==> src/rtl/uart_pkg.sv <==
`default_nettype none
// +------------------------------------------------------------------+
// | uart_pkg: shared types and helpers for the UART frame receiver    |
// | Rev 1.0                                                          |
// +------------------------------------------------------------------+
package uart_pkg;

  typedef enum logic [2:0] {
    S_IDLE   = 3'd0,
    S_START  = 3'd1,
    S_DATA   = 3'd2,
    S_PARITY = 3'd3,
    S_STOP   = 3'd4,
    S_BREAK  = 3'd5
  } rx_state_e;

  localparam int PARITY_NONE = 0;
  localparam int PARITY_EVEN = 1;
  localparam int PARITY_ODD  = 2;

  // Payload is zero-extended to 9 bits; padding does not affect the XOR.
  function automatic logic parity_error_calc(input int mode, input logic [8:0] data,
                                             input logic par_bit);
    logic even_err;
    even_err = par_bit ^ (^data);
    case (mode)
      PARITY_EVEN: return even_err;
      PARITY_ODD:  return ~even_err;
      default:     return 1'b0;
    endcase
  endfunction

endpackage
`default_nettype wire

==> src/rtl/uart_rx_sync.sv <==
`default_nettype none
// +------------------------------------------------------------------+
// | uart_rx_sync: 2-flop RX synchroniser with optional 2-of-3 filter  |
// | Macro: UART_RX_MAJORITY_EN selects the majority-filtered bit.     |
// | Rev 1.0                                                          |
// +------------------------------------------------------------------+
module uart_rx_sync (
  input  logic clk_3125,
  input  logic rst_n,
  input  logic rx,
  output logic rxs,
  output logic rx_bit
);

  logic sync1_q, sync1_d;
  logic sync2_q, sync2_d;

  always_comb begin
    sync1_d = rx;
    sync2_d = sync1_q;
  end

  always_ff @(posedge clk_3125) begin
    if (!rst_n) begin
      sync1_q <= 1'b1;
      sync2_q <= 1'b1;
    end else begin
      sync1_q <= sync1_d;
      sync2_q <= sync2_d;
    end
  end

  assign rxs = sync2_q;

`ifdef UART_RX_MAJORITY_EN
  // hist_q[0] is rxs one cycle ago, hist_q[1] two cycles ago.
  logic [1:0] hist_q, hist_d;

  always_comb begin
    hist_d = {hist_q[0], sync2_q};
  end

  always_ff @(posedge clk_3125) begin
    if (!rst_n) begin
      hist_q <= 2'b11;
    end else begin
      hist_q <= hist_d;
    end
  end

  assign rx_bit = (sync2_q & hist_q[0]) | (sync2_q & hist_q[1]) | (hist_q[0] & hist_q[1]);
`else
  assign rx_bit = sync2_q;
`endif

endmodule
`default_nettype wire

==> src/rtl/uart_rx_frame.sv <==
`default_nettype none
// +------------------------------------------------------------------+
// | uart_rx_frame: parametrised UART receiver (width/parity/stop)     |
// | Macro: UART_RX_MAJORITY_EN enables 2-of-3 bit decisions.          |
// | Rev 1.0                                                          |
// +------------------------------------------------------------------+
module uart_rx_frame
  import uart_pkg::*;
#(
  parameter int CLKS_PER_BIT = 27,
  parameter int DATA_BITS    = 8,
  parameter int PARITY_MODE  = 1,
  parameter int STOP_BITS    = 1
) (
  input  logic                 clk_3125,
  input  logic                 rst_n,
  input  logic                 rx,
  output logic [DATA_BITS-1:0] rx_data,
  output logic                 rx_parity,
  output logic                 rx_valid,
  output logic                 parity_error,
  output logic                 framing_error,
  output logic                 busy
);

  localparam int CNT_W = $clog2(CLKS_PER_BIT);
  localparam int HALF  = CLKS_PER_BIT / 2;

  localparam logic [CNT_W-1:0] c_half_m1   = CNT_W'(HALF - 1);
  localparam logic [CNT_W-1:0] c_bit_m1    = CNT_W'(CLKS_PER_BIT - 1);
  localparam logic [3:0]       c_last_bit  = 4'(DATA_BITS - 1);
  localparam logic             c_last_stop = 1'(STOP_BITS - 1);

  logic rxs;
  logic rx_bit;

  uart_rx_sync u_sync (
    .clk_3125 (clk_3125),
    .rst_n    (rst_n),
    .rx       (rx),
    .rxs      (rxs),
    .rx_bit   (rx_bit)
  );

  rx_state_e            state_q, state_d;
  logic [CNT_W-1:0]     cnt_q, cnt_d;
  logic [3:0]           bit_idx_q, bit_idx_d;
  logic                 stop_idx_q, stop_idx_d;
  logic [DATA_BITS-1:0] shr_q, shr_d;
  logic                 par_q, par_d;
  logic                 ferr_q, ferr_d;
  logic [DATA_BITS-1:0] rx_data_q, rx_data_d;
  logic                 rx_parity_q, rx_parity_d;
  logic                 rx_valid_q, rx_valid_d;
  logic                 parity_error_q, parity_error_d;
  logic                 framing_error_q, framing_error_d;
  logic                 ferr_now;

  always_comb begin
    state_d         = state_q;
    cnt_d           = cnt_q + CNT_W'(1);
    bit_idx_d       = bit_idx_q;
    stop_idx_d      = stop_idx_q;
    shr_d           = shr_q;
    par_d           = par_q;
    ferr_d          = ferr_q;
    rx_data_d       = rx_data_q;
    rx_parity_d     = rx_parity_q;
    rx_valid_d      = 1'b0;
    parity_error_d  = parity_error_q;
    framing_error_d = framing_error_q;
    ferr_now        = ferr_q | ~rx_bit;

    unique case (state_q)
      S_IDLE: begin
        cnt_d = '0;
        if (!rxs) begin
          state_d = S_START;
        end
      end

      S_START: begin
        if (cnt_q == c_half_m1) begin
          cnt_d      = '0;
          bit_idx_d  = '0;
          stop_idx_d = 1'b0;
          ferr_d     = 1'b0;
          par_d      = 1'b0;
          state_d    = rx_bit ? S_IDLE : S_DATA;
        end
      end

      S_DATA: begin
        if (cnt_q == c_bit_m1) begin
          cnt_d     = '0;
          shr_d     = {rx_bit, shr_q[DATA_BITS-1:1]};
          bit_idx_d = bit_idx_q + 4'd1;
          if (bit_idx_q == c_last_bit) begin
            state_d = (PARITY_MODE != PARITY_NONE) ? S_PARITY : S_STOP;
          end
        end
      end

      S_PARITY: begin
        if (cnt_q == c_bit_m1) begin
          cnt_d   = '0;
          par_d   = rx_bit;
          state_d = S_STOP;
        end
      end

      S_STOP: begin
        if (cnt_q == c_bit_m1) begin
          cnt_d  = '0;
          ferr_d = ferr_now;
          if (stop_idx_q == c_last_stop) begin
            // Frame complete: publish everything on this edge, errors included.
            rx_data_d       = shr_q;
            rx_parity_d     = (PARITY_MODE != PARITY_NONE) ? par_q : 1'b0;
            parity_error_d  = parity_error_calc(PARITY_MODE, 9'(shr_q), par_q);
            framing_error_d = ferr_now;
            rx_valid_d      = 1'b1;
            state_d         = ferr_now ? S_BREAK : S_IDLE;
          end else begin
            stop_idx_d = stop_idx_q + 1'b1;
          end
        end
      end

      S_BREAK: begin
        cnt_d = '0;
        if (rxs) begin
          state_d = S_IDLE;
        end
      end

      default: begin
        cnt_d   = '0;
        state_d = S_IDLE;
      end
    endcase
  end

  always_ff @(posedge clk_3125) begin
    if (!rst_n) begin
      state_q         <= S_IDLE;
      cnt_q           <= '0;
      bit_idx_q       <= '0;
      stop_idx_q      <= 1'b0;
      shr_q           <= '0;
      par_q           <= 1'b0;
      ferr_q          <= 1'b0;
      rx_data_q       <= '0;
      rx_parity_q     <= 1'b0;
      rx_valid_q      <= 1'b0;
      parity_error_q  <= 1'b0;
      framing_error_q <= 1'b0;
    end else begin
      state_q         <= state_d;
      cnt_q           <= cnt_d;
      bit_idx_q       <= bit_idx_d;
      stop_idx_q      <= stop_idx_d;
      shr_q           <= shr_d;
      par_q           <= par_d;
      ferr_q          <= ferr_d;
      rx_data_q       <= rx_data_d;
      rx_parity_q     <= rx_parity_d;
      rx_valid_q      <= rx_valid_d;
      parity_error_q  <= parity_error_d;
      framing_error_q <= framing_error_d;
    end
  end

  assign rx_data       = rx_data_q;
  assign rx_parity     = rx_parity_q;
  assign rx_valid      = rx_valid_q;
  assign parity_error  = parity_error_q;
  assign framing_error = framing_error_q;
  assign busy          = (state_q != S_IDLE);

endmodule
`default_nettype wire

==> config.mk <==
export PLATFORM = sky130hd
export DESIGN_NAME = uart_rx_frame
export DESIGN_NICKNAME = d
export VERILOG_FILES = /design/src/rtl/uart_pkg.sv /design/src/rtl/uart_rx_sync.sv /design/src/rtl/uart_rx_frame.sv
export SDC_FILE = /design/constraint.sdc
export NUM_CORES = 1
export LEC_CHECK = 0
export CAP_MARGIN = 20
export CORE_ASPECT_RATIO = 0.75
export CORE_MARGIN = 5
export CORE_UTILIZATION = 60
export CTS_BUF_LIST = sky130_fd_sc_hd__clkbuf_8
export DETAILED_ROUTE_END_ITERATION = 10
export PLACE_DENSITY = 0.8
export SLEW_MARGIN = 40
export SYNTH_ARGS = -nofsm -noshare
export SYNTH_HDL_FRONTEND = slang
export SYNTH_SLANG_ARGS = --single-unit
==> constraint.sdc <==
create_clock -name clk_3125 -period 3.3 [get_ports clk_3125]
set_clock_uncertainty 0.15 [all_clocks]
set_input_delay 0.33 -clock clk_3125 [delete_from_list [all_inputs] [get_ports clk_3125]]
set_output_delay 0.33 -clock clk_3125 [all_outputs]
set_load 0.01 [all_outputs]
# Yosys cells after proc, flatten, opt, wreduce, memory -nomap -nowiden
# Index checks and enable logic that the tools add are counted.
[totals]
ff_bits = 37
output_inout_bits = 13
[classes]
n_eq_ne = 16
n_mux = 26
n_addsub = 3
n_reduce_logical = 14
n_bitwise = 4
[op_table]
columns = ["operator", "count"]
rows = [
  ["2-to-1 mux 3 bit", 9],
  ["one-hot mux 3 bit (6 select lines)", 1],
  ["AND reduction 3 bit", 5],
  ["!= test 2 bit, second input constant", 7],
  ["2-to-1 mux 5 bit", 2],
  ["one-hot mux 5 bit (2 select lines)", 1],
  ["parity 9 bit", 1],
  ["2-to-1 mux 4 bit", 2],
  ["one-hot mux 4 bit (2 select lines)", 1],
  ["AND reduction 8 bit", 1],
  ["equality test 3 x 2 -> 1 bit, second input constant", 2],
  ["equality test 3 bit, second input constant", 2],
  ["2-to-1 mux 1 bit", 6],
  ["one-hot mux 1 bit (2 select lines)", 3],
  ["nonzero test 2 bit", 3],
  ["adder 5 x 1 -> 5 bit, second input constant", 1],
  ["equality test 5 x 4 -> 1 bit, second input constant", 1],
  ["equality test 5 bit, second input constant", 1],
  ["adder 4 x 1 -> 4 bit, second input constant", 1],
  ["equality test 4 x 3 -> 1 bit, second input constant", 1],
  ["equality test 3 x 1 -> 1 bit, second input constant", 1],
  ["zero test 3 bit", 1],
  ["nonzero test 3 bit", 1],
  ["OR reduction 3 bit", 1],
  ["other kinds (7)", 8],
]

# Depth between registers and ports, before layout
# Gate-level depths: netlist (run 1).
[logic_depth]
depth_word = 6
ltp_mapped = 8

# By module
# Synthesis (run 1) repeated with hierarchy kept, for this count alone.
[unflattened]
hier_cells = 187
hier_area_um2 = 1679.1
[modules_own_cells]
columns = ["mod", "area_each_um2", "n_inst", "seq_area_each_um2", "cells_each"]
rows = [
  ["uart_rx_frame", 1619.1, 1, 680.7, 182],
  ["uart_rx_sync", 60.1, 1, 40.0, 5],
]

# Worst setup path before layout (run 1)
# No wires, ideal clock.
[synth_timing]
path_kind = "register to register"
from = "register cnt_q[0]"
to = "register bit_idx_q[2]"
path_slack_ps = 1561
period_less_slack_ps = 1739
arrival_ps = 1473
setup_ps = 116
path_stages_with_launch = 9
path_cell_list = "dfxtp_1 > inv_1 > ha_1 > and4b_1 > buf_4 > nand3_1 > a21oi_2 > o21ai_0 > a31o_2"
[synth_between]
elab_chain_len = 3
word_cells_on_any_way = 5
cone_classes = "4 x eq/ne; 1 x reduce/logical"
[synth_rtl]
columns = ["element", "line", "rtl"]
rows = [
  ["from (decl)", "uart_rx_frame.sv:46", "logic [CNT_W-1:0] cnt_q, cnt_d;"],
  ["from (signal assigned)", "uart_rx_frame.sv:160", "cnt_q <= cnt_d;"],
  ["equality test 5 bit / equality test 5 x 4 -> 1 bit (equally long branches)", "uart_rx_frame.sv:94, uart_rx_frame.sv:83", ""],
  ["!= test 2 bit (no source line)", "--", ""],
  ["AND reduction 3 bit (no source line) (*)", "--", ""],
  ["to (signal assigned)", "uart_rx_frame.sv:161", "bit_idx_q <= bit_idx_d;"],
  ["to (decl)", "uart_rx_frame.sv:47", "logic [3:0] bit_idx_q, bit_idx_d;"],
]
# Every way passes the cells marked *; elsewhere a longest branch is shown, timed or not.
# A chain may end at the register's enable or synchronous reset.

# Worst setup path in the final report (run 1)
[layout_timing]
from = "register state_q[0]"
to = "output busy"
[layout_between]
elab_chain_len = 1
[layout_rtl]
columns = ["element", "line", "rtl"]
rows = [
  ["from (decl)", "uart_rx_frame.sv:45", "rx_state_e state_q, state_d;"],
  ["from (signal assigned)", "uart_rx_frame.sv:159", "state_q <= state_d;"],
  ["nonzero test 3 bit", "uart_rx_frame.sv:179", "assign busy = (state_q != S_IDLE);"],
  ["to (decl)", "uart_rx_frame.sv:23", "output logic busy"],
]
# Every way passes these cells.

==> run summary, run 1 <==
Clock root buffer: sky130_fd_sc_hd__clkbuf_8. The fraction of post-synthesis cell area in the top cell type by area came out at 0.431. The Yosys step of the flow raised 0 warnings. Yosys mapped the design onto 44 distinct sky130hd cell types. The tools report the post-detailed-route DRC marker count as 0. Once the clock tree was built, the setup fixing pass inserted 0 buffers. The overall die height was 55.7 um; the number of primary I/O pins was 16. The portion of the clock cycle consumed by the worst path in the final layout was 0.660; the number of buffers added by the clock tree synthesis step was 5. In this run the mean area of a mapped cell was 8.99 um^2.

The DRC marker count from the first detailed-route iteration is 141, and the relative slew slack is 0.606. Adding up every negative setup slack in the final design gives 0 ps. Number of cells on the worst reg-to-reg path: 7. The number of detailed-routing iterations run before antenna repair is 4. sky130_fd_sc_hd__dfxtp_1 takes more of the synthesized area than any other cell. Along the worst path, the maximum fanout reaches 10. STA classifies the critical path endpoint as an output port. Setup repair after global routing left no endpoint under its margin. The worst setup path is of the register to output port kind.

The critical path startpoint category is a register. After clock tree synthesis, the flow added hold-fix buffers numbering 0. 0 antenna diodes ended up in the layout.

The fraction of the yosys area taken by sequential cells is 0.431. TritonCTS built the clock tree. The number of antenna violations at the first check in global routing is 0. In this run, synthesis inferred 0 flip-flops with an integrated enable. Fill cells in the final layout number 210. The site row count was 16; the synthesized-area fraction occupied by adder cells was 0.0299.

Detailed routing inserted a total of 1301 vias. After detailed routing, the average wire length per cell comes to 13.6 um. In the synthesized netlist the dominant register cell turns out to be sky130_fd_sc_hd__dfxtp_1. Entering global routing, the biggest net connects 21 pins. The met2 demand-to-capacity share in global routing came out at 0.258. The fraction of final layout cells sized beyond drive strength 1 was 0.0750; the fraction of registers with async set/reset was 0.

The power per cell area was 471 nW/um^2. The tools report the met3 track demand over resource in global routing as 0.0650. The core box area was 2640 um^2; the area share of and/or/nand/nor cells after synthesis was 0.232. The global-route usage over all layers was 0.178.

The logs give 5.59 mm for the global-route wire length before repair and 3.22 mm for the overall routed net length. The tools report the setup violation total in the final timing report as 0. The min-delay analysis places its worst path in the category register to register.

The run gives 0 as the total congestion overflow. The detailed-placement wirelength estimate is 2.32 mm, and the die extent in x is 71.0 um. The depth of the worst hold-timing path is 1. For the worst setup path, the data required time is 2820 ps. The count of max-cap constraint violations is 0, and the hold violation total from the final report is 0. The post-synth net total was 193; the netlist area before placement was 1670 um^2. Using the TritonRoute via totals, the vias-per-cell ratio works out to 5.51.

Max-slew violation count: 0. By area, the combinational part of the netlist is dominated by simple AND/OR/NAND/NOR gates. The tools report the number of global-route vias before repair as 1207. The leakage power of the design is 0.747 nW, and the area overhead of the layout relative to synthesis is 13.6%. At the pin with the least slew margin, the transition time is 590 ps.

Clock transition at the registers of the reported paths: 70 ps. The logs give 290 ps for the worst-skew pair later-pin latency and 0 for the total of cells resized after clock tree synthesis. The net count of the finished layout is 207. Multiplexer share of the synthesized area: 0.

For the initial core utilization, the log shows 0.633. The run gives 0.000895 W as the overall power of the completed layout. The clock passes through at most 2 buffers. IR analysis of the VDD net gives a maximum drop of 0.306 mV. The number of clock sinks seen by CTS is 36.

At the end of routability-driven placement, the weighted congestion stood at 0.828. In the post-synthesis netlist, the biggest area contributors are sky130_fd_sc_hd__dfxtp_1, sky130_fd_sc_hd__nand2_1, sky130_fd_sc_hd__a21boi_0. For the achievable clock frequency, the log shows 0.459 GHz.

The tools report the area enclosed by the die boundary as 3960 um^2. The run finished with clean final reports. Data on the critical path arrives at its endpoint at 1700 ps. The count of nets left with antenna violations once routing finished came out at 0. The global routing stage identified its most utilized layer as met2. The post-synthesis share of cell area spent on xor and xnor gates was 0.0658; the quantity of I/O buffers inserted on ports was 15. Counting every instance in the synthesized netlist gives 186. The met1 capacity usage during global routing was 0.241.

The compound-cell area share of the yosys netlist was 0.197; the flip-flop and latch count after synthesis was 36. The tools report the count of H-tree levels built during CTS as 2. The clock period minus worst slack is 2180 ps.
## worst paths after layout
kind	slack (ps)	startpoint	to
hold reg to reg	260	u_sync.sync1_q	u_sync.rx_bit
hold / removal	260	u_sync.sync1_q	u_sync.rx_bit
setup / recovery	1120	state_q[0]	busy
setup reg to reg	1320	cnt_q[0]	bit_idx_q[2]
## cell usage after synthesis (3+ instances only)
master,count
sky130_fd_sc_hd__clkbuf_1,3
sky130_fd_sc_hd__and3_1,3
sky130_fd_sc_hd__buf_2,3
sky130_fd_sc_hd__a21boi_0,20
sky130_fd_sc_hd__o21ai_0,5
sky130_fd_sc_hd__and4b_1,3
sky130_fd_sc_hd__inv_1,6
sky130_fd_sc_hd__xor2_1,5
sky130_fd_sc_hd__ha_1,4
sky130_fd_sc_hd__and2_1,3
sky130_fd_sc_hd__nor2_1,5
sky130_fd_sc_hd__nand2_1,45
sky130_fd_sc_hd__dfxtp_1,36
sky130_fd_sc_hd__nand3_1,6
sky130_fd_sc_hd__xnor2_1,5
## stage by stage
stage / worst slack, ps / cells / hold slack (ps) / util / instance area, um^2
2_1_floorplan: 1560 / 186 / 236 / - / 1670
5_1_grt: 1020 / 236 / 285 / 0.719 / 1900
3_5_place_dp: 1340 / 229 / 252 / 0.690 / 1820
4_1_cts: 1140 / 236 / 261 / 0.719 / 1900
6_report: 1120 / 236 / 257 / 0.719 / 1900
3_3_place_gp: 1350 / 229 / 250 / 0.690 / 1820
## cells by family after synthesis
kind of cell / Yosys count
xor+xnor: 11
compound gates: 43
flops: 36
buf+inv: 15
simple gates: 77
fa+ha+maj: 4
## per-layer routing
layer,part of all wire,vias up
met5,0,-
met4,0.014,0
met3,0.060,8
met2,0.43,34
met1,0.49,602
li1,-,657
## where the power goes
group | total (W) | internal, W | switching [W] | leakage [nW]
Combinational | 0.000125 | 0.0000548 | 0.0000704 | 0.411
Sequential | 0.000480 | 0.000450 | 0.0000296 | 0.291
Clock | 0.000290 | 0.000140 | 0.000150 | 0.0452
## registers in the layout (all words and copies together), names as in the netlist
| signal | count |
|---|---|
| bit_idx_q | 4 |
| shr_q | 8 |
| cnt_q | 5 |
| state_q | 3 |
| u_sync.rx_bit | 1 |
| framing_error | 1 |
| rx_valid | 1 |
| ferr_q | 1 |
| par_q | 1 |
| rx_parity | 1 |
| parity_error | 1 |
| u_sync.sync1_q | 1 |
| rx_data | 8 |
## critical path, cell delays in order (launching register included)
cell and delay, ps:
sky130_fd_sc_hd__dfxtp_1 540, sky130_fd_sc_hd__inv_1 180, sky130_fd_sc_hd__nand2_1 140, sky130_fd_sc_hd__clkdlybuf4s50_1 550
## layout by cell type (no fill, tap or decap), drive strengths merged, types with 2 or more instances in the layout
cell type,n
nand3,6
clkdlybuf4s50,15
inv,7
nand2,45
o211ai,2
dfxtp,36
nor2,6
and2,3
xnor2,5
and3,3
ha,4
xor2,5
o21ai,6
a21oi,3
o21a,2
and4b,3
clkbuf,5
a21boi,20
a31o,2
nand2b,2
o211a,2
## layout make-up
| cell class | count | area [um^2] | share of cell area |
|---|---|---|---|
| clock buffers | 5 | 68.8 | 0.0362 |
| well taps | 36 | 45.0 | 0.0237 |
| clock inverters | 2 | 8.76 | 0.00461 |
| inverters | 6 | 22.5 | 0.0118 |
| repair buffers | 16 | 158 | 0.0829 |
| multi-input cells | 135 | 877 | 0.461 |
| flip-flops and latches | 36 | 721 | 0.379 |
No activity file was read; power rests on OpenSTA's default activity.
==> run 2, diff against run 1 <==
--- a/config.mk
+++ b/config.mk
@@ -8,10 +8,10 @@
 export CAP_MARGIN = 20
 export CORE_ASPECT_RATIO = 0.75
 export CORE_MARGIN = 5
-export CORE_UTILIZATION = 60
+export CORE_UTILIZATION = 53
 export CTS_BUF_LIST = sky130_fd_sc_hd__clkbuf_8
 export DETAILED_ROUTE_END_ITERATION = 10
-export PLACE_DENSITY = 0.8
+export PLACE_DENSITY = 0.75
 export SLEW_MARGIN = 40
 export SYNTH_ARGS = -nofsm -noshare
 export SYNTH_HDL_FRONTEND = slang
==> constraint.sdc (replaced) <==
create_clock -name clk_3125 -period 1.8 [get_ports clk_3125]
set_clock_uncertainty 0.15 [all_clocks]
set_input_delay 0.18 -clock clk_3125 [delete_from_list [all_inputs] [get_ports clk_3125]]
set_output_delay 0.18 -clock clk_3125 [all_outputs]
set_load 0.01 [all_outputs]
==> run 2 against run 1 <==
Compared with the run above: core utilization is 1.2 points lower; critical endpoint is now state_q[0]; count of clock-buffer cells in the layout increased by 2; setup slack worse by 1100 ps; final cell count up 5.5%; flip-flop and latch count unchanged; clock power grew to 2.7 times the previous value; first-iteration DRC count shrank 28%; die area up 11%; critical path depth is 2 higher; via count up 4.8%.
==> run summary, run 2 (synthesis results as in run 1) <==
At the worst endpoint, the arrival time is 1780 ps. TritonCTS built the clock tree. The logs give 0.726 for the relative slew slack and 4 for the number of detailed-routing iterations run before antenna repair.

The clock transition at the registers of the reported paths was 70 ps. The overall die height was 58.7 um. The actual transition at the worst max-transition pin works out to 410 ps. Fraction of final layout cells sized beyond drive strength 1: 0.209. The library cells used most frequently in the layout, excluding fill and tap cells, are sky130_fd_sc_hd__nand2_1, sky130_fd_sc_hd__dfxtp_1, sky130_fd_sc_hd__a21boi_0. The count of vias placed by the detailed router was 1363. The logs give 0.707 for the final design utilization and 2 for the number of buffers on the longest clock path.

The first routing iteration left 101 violations. The repair_antennas step left the layout with diodes totalling 0. Derived from the worst setup path, the maximum achievable clock frequency is 0.573 GHz. Summed over all cells, the static leakage comes to 0.831 nW. Average via count per standard cell: 5.47. The global-route usage over all layers was 0.189. The area overhead of the layout relative to synthesis came out at 25.8%.

The tools report the max-slew violation count as 0. The library cell used most frequently in the layout, excluding fill and tap cells, is sky130_fd_sc_hd__nand2_1. After the last flow step, the layout net total stands at 217.

In this run the worst path has a maximum fanout of 8. During placement, the flow inserted port buffers numbering 15. The congestion estimate from routability-driven global placement came to 0.864.

The run gives 265 ps as the minimum hold slack. Row generation in the floorplan step produced 17 rows. Maximum number of pins on one net before global-route repair: 20.

The run gives 2.56 mm as the detailed-placement wirelength estimate. The tree is rooted in a sky130_fd_sc_hd__clkbuf_8. The run gives 1425 as the number of global-route vias before repair. The floorplan step defined a die boundary enclosing 4390 um^2.

Maximum VDD drop: 0.458 mV. Counting tap cells, the placed design contains a total of 240 instances. The tools report the number of antenna violations at the first check in global routing as 0. The portion of the clock cycle consumed by the worst path in the final layout was 0.969.

The overall routed net length is 3.60 mm, and the pre-CTS setup slack is -84.4 ps. For the worst-skew pair later-pin latency, the log shows 290 ps. The run gives 36 as the number of clock sinks seen by CTS. The worst setup path is of the register to register kind. Class of the tightest hold or removal check: register to register.

The kind of end point of the critical path is a register. Counting the buffers created by CTS gives 5. The run finished with clean final reports. From left edge to right edge, the die measures 74.9 um.

After detailed routing, the average wire length per cell comes to 14.4 um. The logs give 0 for the post-detailed-route DRC marker count and 6.33 mm for the global-route wire length before repair. The clock period minus worst slack is 1750 ps. The tools report the critical path required time as 1830 ps.

The remaining antenna violation count is 0, and the hold violation total from the final report is 0. For this design the ratio of total power to cell area is 932 nW/um^2. Summed over all failing endpoints, the final setup total negative slack is 0 ps.

Max-cap violations in this run came to 0. During I/O placement, the number of pins put on the boundary was 16. STA classifies the critical path startpoint as a register. Setup repair after global routing could not meet its margin everywhere.

The minimum setup slack in the final design was 55.0 ps; the count of H-tree levels built during CTS was 2. The tools report the final standard cell count with taps included and fillers excluded as 249. The core box area was 2980 um^2; the total congestion overflow was 0. Setup violations remaining at the end of the flow were counted as 0. The run gives 0.562 as the initial core utilization.
run 2: area by class of cell:
cell class / instances / area (um^2)
clock inverter: 1 / 30.0
fill: 245 / 873
tap: 38 / 47.5
multi-input combinational: 135 / 931
timing repair buffer: 26 / 244
inverter: 6 / 22.5
sequential: 36 / 733
clock buffer: 7 / 96.3
run 2: layer usage:
layer / track usage / vias up / wire [um]
met3: 0.0512 / 8 / 161
met2: 0.306 / 26 / 1670
met1: 0.236 / 648 / 1710
met4: 0.0812 / 0 / 60
li1: - / 681 / -
met5: 0 / - / 0
run 2: power by group:
part	internal (W)	switching (W)	leakage, nW
Combinational	0.000141	0.000160	0.472
Clock	0.000489	0.000288	0.0645
Sequential	0.000833	0.0000521	0.294
run 2: path summary, 6_finish.rpt:
path                        from       endpoint  slack, ps  depth (start not counted)
setup / recovery      state_q[1]     state_q[0]         50                          5
hold / removal    u_sync.sync1_q  u_sync.rx_bit        260                          1
setup reg to reg      state_q[1]     state_q[0]         50                          5
hold reg to reg   u_sync.sync1_q  u_sync.rx_bit        260                          1
run 2: worst max-delay path: stages (launching register included):
cell	delay, ps
sky130_fd_sc_hd__dfxtp_4	380
sky130_fd_sc_hd__buf_4	160
sky130_fd_sc_hd__or4_1	530
sky130_fd_sc_hd__o211ai_2	120
sky130_fd_sc_hd__a21oi_1	80
sky130_fd_sc_hd__o211a_1	220
run 2: through the flow:
| step | total power [W] | area [um^2] |
|---|---|---|
| 2_1_floorplan | 0.00106 | 1670 |
| 3_3_place_gp | 0.00113 | 1910 |
| 3_5_place_dp | 0.00115 | 1910 |
| 4_1_cts | 0.00194 | 2060 |
| 5_1_grt | 0.00205 | 2100 |
| 6_report | 0.00196 | 2100 |
run 2: repair_timing:
action / 4_1_cts / 5_1_grt
pin swaps: 1 / 2
gates resized for setup: 8 / 16
setup buffers: 1 / 0
hold buffers: 0 / 0
endpoints found under the setup margin: 5 / 19
==> run 3, diff against run 2 <==
--- a/config.mk
+++ b/config.mk
@@ -10,6 +10,7 @@
 export CORE_MARGIN = 5
 export CORE_UTILIZATION = 53
 export CTS_BUF_LIST = sky130_fd_sc_hd__clkbuf_8
+export CTS_CLUSTER_SIZE = 30
 export DETAILED_ROUTE_END_ITERATION = 10
 export PLACE_DENSITY = 0.75
 export SLEW_MARGIN = 40
==> results of run 3 <==
The final DEF is identical to that of run 2; final timing and power are the same.
==> patch 1: new RTL, settings of run 3 <==
Change the parameter `CLKS_PER_BIT` from 27 to 54.
--- a/src/rtl/uart_rx_frame.sv
+++ b/src/rtl/uart_rx_frame.sv
@@ -7,7 +7,7 @@
 module uart_rx_frame
   import uart_pkg::*;
 #(
-  parameter int CLKS_PER_BIT = 27,
+  parameter int CLKS_PER_BIT = 54,
   parameter int DATA_BITS    = 8,
   parameter int PARITY_MODE  = 1,
   parameter int STOP_BITS    = 1
Function: same outputs for any inputs over 10 cycles, from zero or initial values and one cycle with rst_n low; that may be too few to reach the edited logic, so the function may still have changed.
==> patch 1 against run 3 <==
Utilization is 2.3 points higher. Critical path depth is 2 higher. Count of clock-buffer cells in the layout is 2 lower. Fmax is 2.7% lower. Non-clock buffer count is 7 higher. Critical endpoint is now shr_q[0]. Setup slack worse by 0.049 ns. Die area is 1.2% higher. Sequential cell count is 1 higher. Routed wire length is 10% higher. Design area is 4.0% higher. Via count is 1.9% higher. Synthesized area is 1.4% higher.
Power is not compared: it rests on default switching activity, and its combinational part moved more than twofold at a synthesized area within 25%.
==> patch 1: results (changes against run 3) <==
[critical_path]
slowest_stage = dfxtp_2  ; was or4_1
reg2reg_depth = 7  ; was 5
critical_path_arrival_ns = 1.83  ; was 1.78 ns
reg2reg_slack_ns = 0.006  ; was 0.05 ns
reg2reg_to = shr_q[0]  ; was state_q[0]
r2r-start = cnt_q[1]  ; was state_q[1]

[global_routing]
grt_max_degree = 23  ; was 20
gr-usage-met1 = 0.2607  ; was 0.2363
met2_usage = 0.2927  ; was 0.3065
grtUsageTotal = 0.1969  ; was 0.1894
grt.met3_usage = 0.06780  ; was 0.05119
grt_pass1_wl_um = 6451  ; was 6327 um

[placed_design]
dp_cells = 237  ; was 240
hpwl_um = 2640  ; was 2557 um
dp_slack_ns = -0.1346  ; was -0.08445 ns

[synthesis]
syn-num-nets = 185  ; was 193
ys_seq_area_frac = 0.4366  ; was 0.4308
syn_area_per_cell_sq_um = 9.532  ; was 8.994 sq um

[routing]
wl_met1_um = 1830  ; was 1711 um
viasPerCell = 5.601  ; was 5.474
wl_um = 3973  ; was 3598 um
wl_met3_um = 247  ; was 161 um

[timing]
worst_slew_pin_slew_ns = 0.3471  ; was 0.4099 ns

[final_layout]
drive_gt1_frac = 0.2524  ; was 0.2085

[status]
status = complete, no violations  ; unchanged

==> patch 1: changes by cell type after synthesis, sizes merged, moves of 4 or more <==
cell / change
nand2: -38
nor2: +25
a21boi: -20
mux2i: +20
a21oi: +4
==> patch 1: final cells by class <==
type                    instances  area [sq um]  share of cell area
clock buffers                   5         68.82             0.03143
clock inverters                 3         13.76            0.006286
repair buffers                 33         304.0              0.1389
well taps                      38         47.55             0.02171
multi-input cells             126         979.7              0.4474
inverters                       6         22.52             0.01029
flip-flops and latches         37         753.2              0.3440
==> patch 1: power by group <==
part | switching, mW | leakage, nW | total (mW) | internal (mW)
combinational | 0.0307 | 0.454 | 0.0585 | 0.0278
sequential | 0.00977 | 0.303 | 0.831 | 0.822
clock | 0.291 | 0.0491 | 0.553 | 0.262
==> patch 1: kinds of logic after synthesis <==
family / share of synthesized area
and+or+nand+nor: 0.1991
buffers and inverters: 0.04056
adders and majority gates: 0.02950
xor gates and xnor gates: 0.06490
DFF: 0.4366
muxes: 0.1180
AOI/OAI and AO/OA: 0.1114
==> patch 1: what timing repair did <==
item | CTS | global route
setup endpoints to repair | 14 | 26
gates cloned | 0 | 0
buffers inserted | 1 | 2
gates resized for setup | 15 | 16
pin swaps | 2 | 10
==> patch 1: worst max-delay path by stage <==
| stage | start | endpoint | slack, ns | cells past startpoint |
|---|---|---|---|---|
| 6_report | cnt_q[1] | shr_q[0] | 0.006 | 7 |
| 5_1_grt | cnt_q[1] | shr_q[0] | -0.10 | 7 |
| 4_1_cts | cnt_q[1] | bit_idx_q[3] | -0.03 | 7 |
| 3_5_place_dp | cnt_q[1] | bit_idx_q[3] | -0.13 | 7 |
| 3_3_place_gp | cnt_q[1] | bit_idx_q[3] | 0.04 | 7 |
| 2_1_floorplan | cnt_q[0] | parity_error | 0.03 | 6 |
==> patch 2: new RTL, settings of run 3 <==
Made on the original files. The 6 states of `rx_state_e` get a one-hot encoding in 6 bits.
--- a/src/rtl/uart_pkg.sv
+++ b/src/rtl/uart_pkg.sv
@@ -5,13 +5,13 @@
 // +------------------------------------------------------------------+
 package uart_pkg;
 
-  typedef enum logic [2:0] {
-    S_IDLE   = 3'd0,
-    S_START  = 3'd1,
-    S_DATA   = 3'd2,
-    S_PARITY = 3'd3,
-    S_STOP   = 3'd4,
-    S_BREAK  = 3'd5
+  typedef enum logic [5:0] {
+    S_IDLE   = 6'b000001,
+    S_START  = 6'b000010,
+    S_DATA   = 6'b000100,
+    S_PARITY = 6'b001000,
+    S_STOP   = 6'b010000,
+    S_BREAK  = 6'b100000
   } rx_state_e;
 
   localparam int PARITY_NONE = 0;
Formal check against the unedited RTL: no difference found for any inputs over 10 cycles, from zero or initial values and one cycle with rst_n low; not proved beyond that.
==> patch 2 against run 3 <==
The run now ends with setup timing left. Synthesized area increased by 6.3%. Setup slack worse by 0.19 ns. Hold slack worse by 0.0066 ns. Design area is 18% higher. Total power shrank 2.5%. Via count grew 19%. Fmax fell by 9.8%. Largest power group unchanged. Sequential cell count rose by 3. Routed wire length increased by 32%. Synthesized cell count up 7.0%. Largest cell class unchanged.
==> patch 2: results (changes against run 3) <==
[placed_design]
gp_congestion = 0.9458  ; was 0.8635
hpwl_um = 2835  ; was 2557 um
dp_cells = 270  ; was 240
dp_slack_ns = -0.1289  ; was -0.08445 ns

[run]
maxCapViolations = 0  ; unchanged

[critical_path]
crit_path_max_fanout = 5  ; was 8
slowest_delay_ns = 0.38  ; was 0.53 ns
slowest_stage = or3_1  ; was or4_1
critPathTopFamily = compound AO/OA/AOI/OAI gates  ; was simple AND/OR/NAND/NOR gates
critical_path_arrival_ns = 2.01  ; was 1.78 ns

[status]
violations = setup timing
status = finished with violations  ; was complete, no violations

[timing]
finalSetupViolations = 19  ; was 0
worst_slew_pin_slew_ns = 0.3616  ; was 0.4099 ns
fin_ws_ns = -0.1353  ; was 0.05499 ns
tns_ns = -1.689  ; was 0 ns

[final_layout]
nets = 252  ; was 217
drive_gt1_frac = 0.3333  ; was 0.2085
fillers = 217  ; was 245
n_antenna_cell = 0  ; unchanged

[synthesis]
ys_seq_area_frac = 0.4391  ; was 0.4308
synthTopCellsByArea = dfxtp_1, nor2_1, nand2_1, a21oi_1, mux2i_1  ; was dfxtp_1, nand2_1, a21boi_0, ha_1, xnor2_1
synth_xor_area_frac = 0.06685  ; was 0.06582
synth_compound_area_frac = 0.1302  ; was 0.1967
syn-num-nets = 206  ; was 193
syn_area_per_cell_sq_um = 8.934  ; was 8.994 sq um
ys_top_cells_by_count = dfxtp_1, nor2_1, nand2_1, a21oi_1, mux2i_1  ; was nand2_1, dfxtp_1, a21boi_0, inv_1, nand3_1
synthAdderAreaFrac = 0.02815  ; was 0.02992
synth_mux_area_frac = 0.05700  ; was 0

[routing]
viasPerCell = 5.657  ; was 5.474
vias = 1618  ; was 1363
drt_iter0_drc = 106  ; was 101
wl_um = 4747  ; was 3598 um

[clock_network]
clk_pin_slew_ns = 0.08
clockBufferDepth = 2  ; unchanged

[global_routing]
grt_pass1_wl_um = 6879  ; was 6327 um
grtUsageTotal = 0.1880  ; was 0.1894
grt_pass1_vias = 1529  ; was 1425
grt_max_degree = 21  ; was 20

[power]
leakage_nw = 1.084  ; was 0.8307 nW
peakVddDrop_mv = 0.5359  ; was 0.4575 mV

-- patch 2: path summary, 6_finish.rpt --
check                  from       endpoint  depth (start not counted)
max              state_q[5]     state_q[2]                          6
min          u_sync.sync1_q  u_sync.rx_bit                          1
max reg2reg      state_q[5]     state_q[2]                          6
min reg2reg  u_sync.sync1_q  u_sync.rx_bit                          1
-- patch 2: through the flow --
step	power, mW	hold WS [ns]	cell area (sq um)
finish	1.912	0.2584	2480
global route	1.989	0.2888	2480
CTS	1.830	0.2604	2297
detailed placement	1.236	0.2425	2135
global placement	1.224	0.2428	2135
floorplan	1.114	0.1030	1784
-- patch 2: layout make-up --
class | count | area, sq um | area share
clock buffer | 5 | 68.82 | 0.02775
clock inverter | 3 | 15.01 | 0.006054
inverter | 6 | 22.52 | 0.009082
multi-input combinational | 147 | 1115 | 0.4495
sequential | 39 | 783.3 | 0.3158
tap | 40 | 50.05 | 0.02018
timing repair buffer | 46 | 425.4 | 0.1715
-- patch 2: power by group --
part / internal [mW] / switching (mW)
clock network: 0.265 / 0.303
logic: 0.230 / 0.219
registers: 0.881 / 0.0146
-- patch 2: logic make-up after synthesis --
logic type,Yosys count
adders and majority gates,4
AOI/OAI and AO/OA,37
buffers and inverters,14
muxes,10
DFF,39
and+or+nand+nor,83
xor gates and xnor gates,12
-- patch 2: layer usage --
metal / wire (um) / GRT usage
met4: 43 / 0.08479
met3: 242 / 0.04970
met5: 0 / 0
met2: 2357 / 0.3096
met1: 2104 / 0.2337
-- patch 2: timing repair --
action	4_1_cts	5_1_grt
gates cloned	1	1
setup endpoints to repair	30	32
setup buffers	2	4
pin swaps	9	15
gates resized for setup	16	41
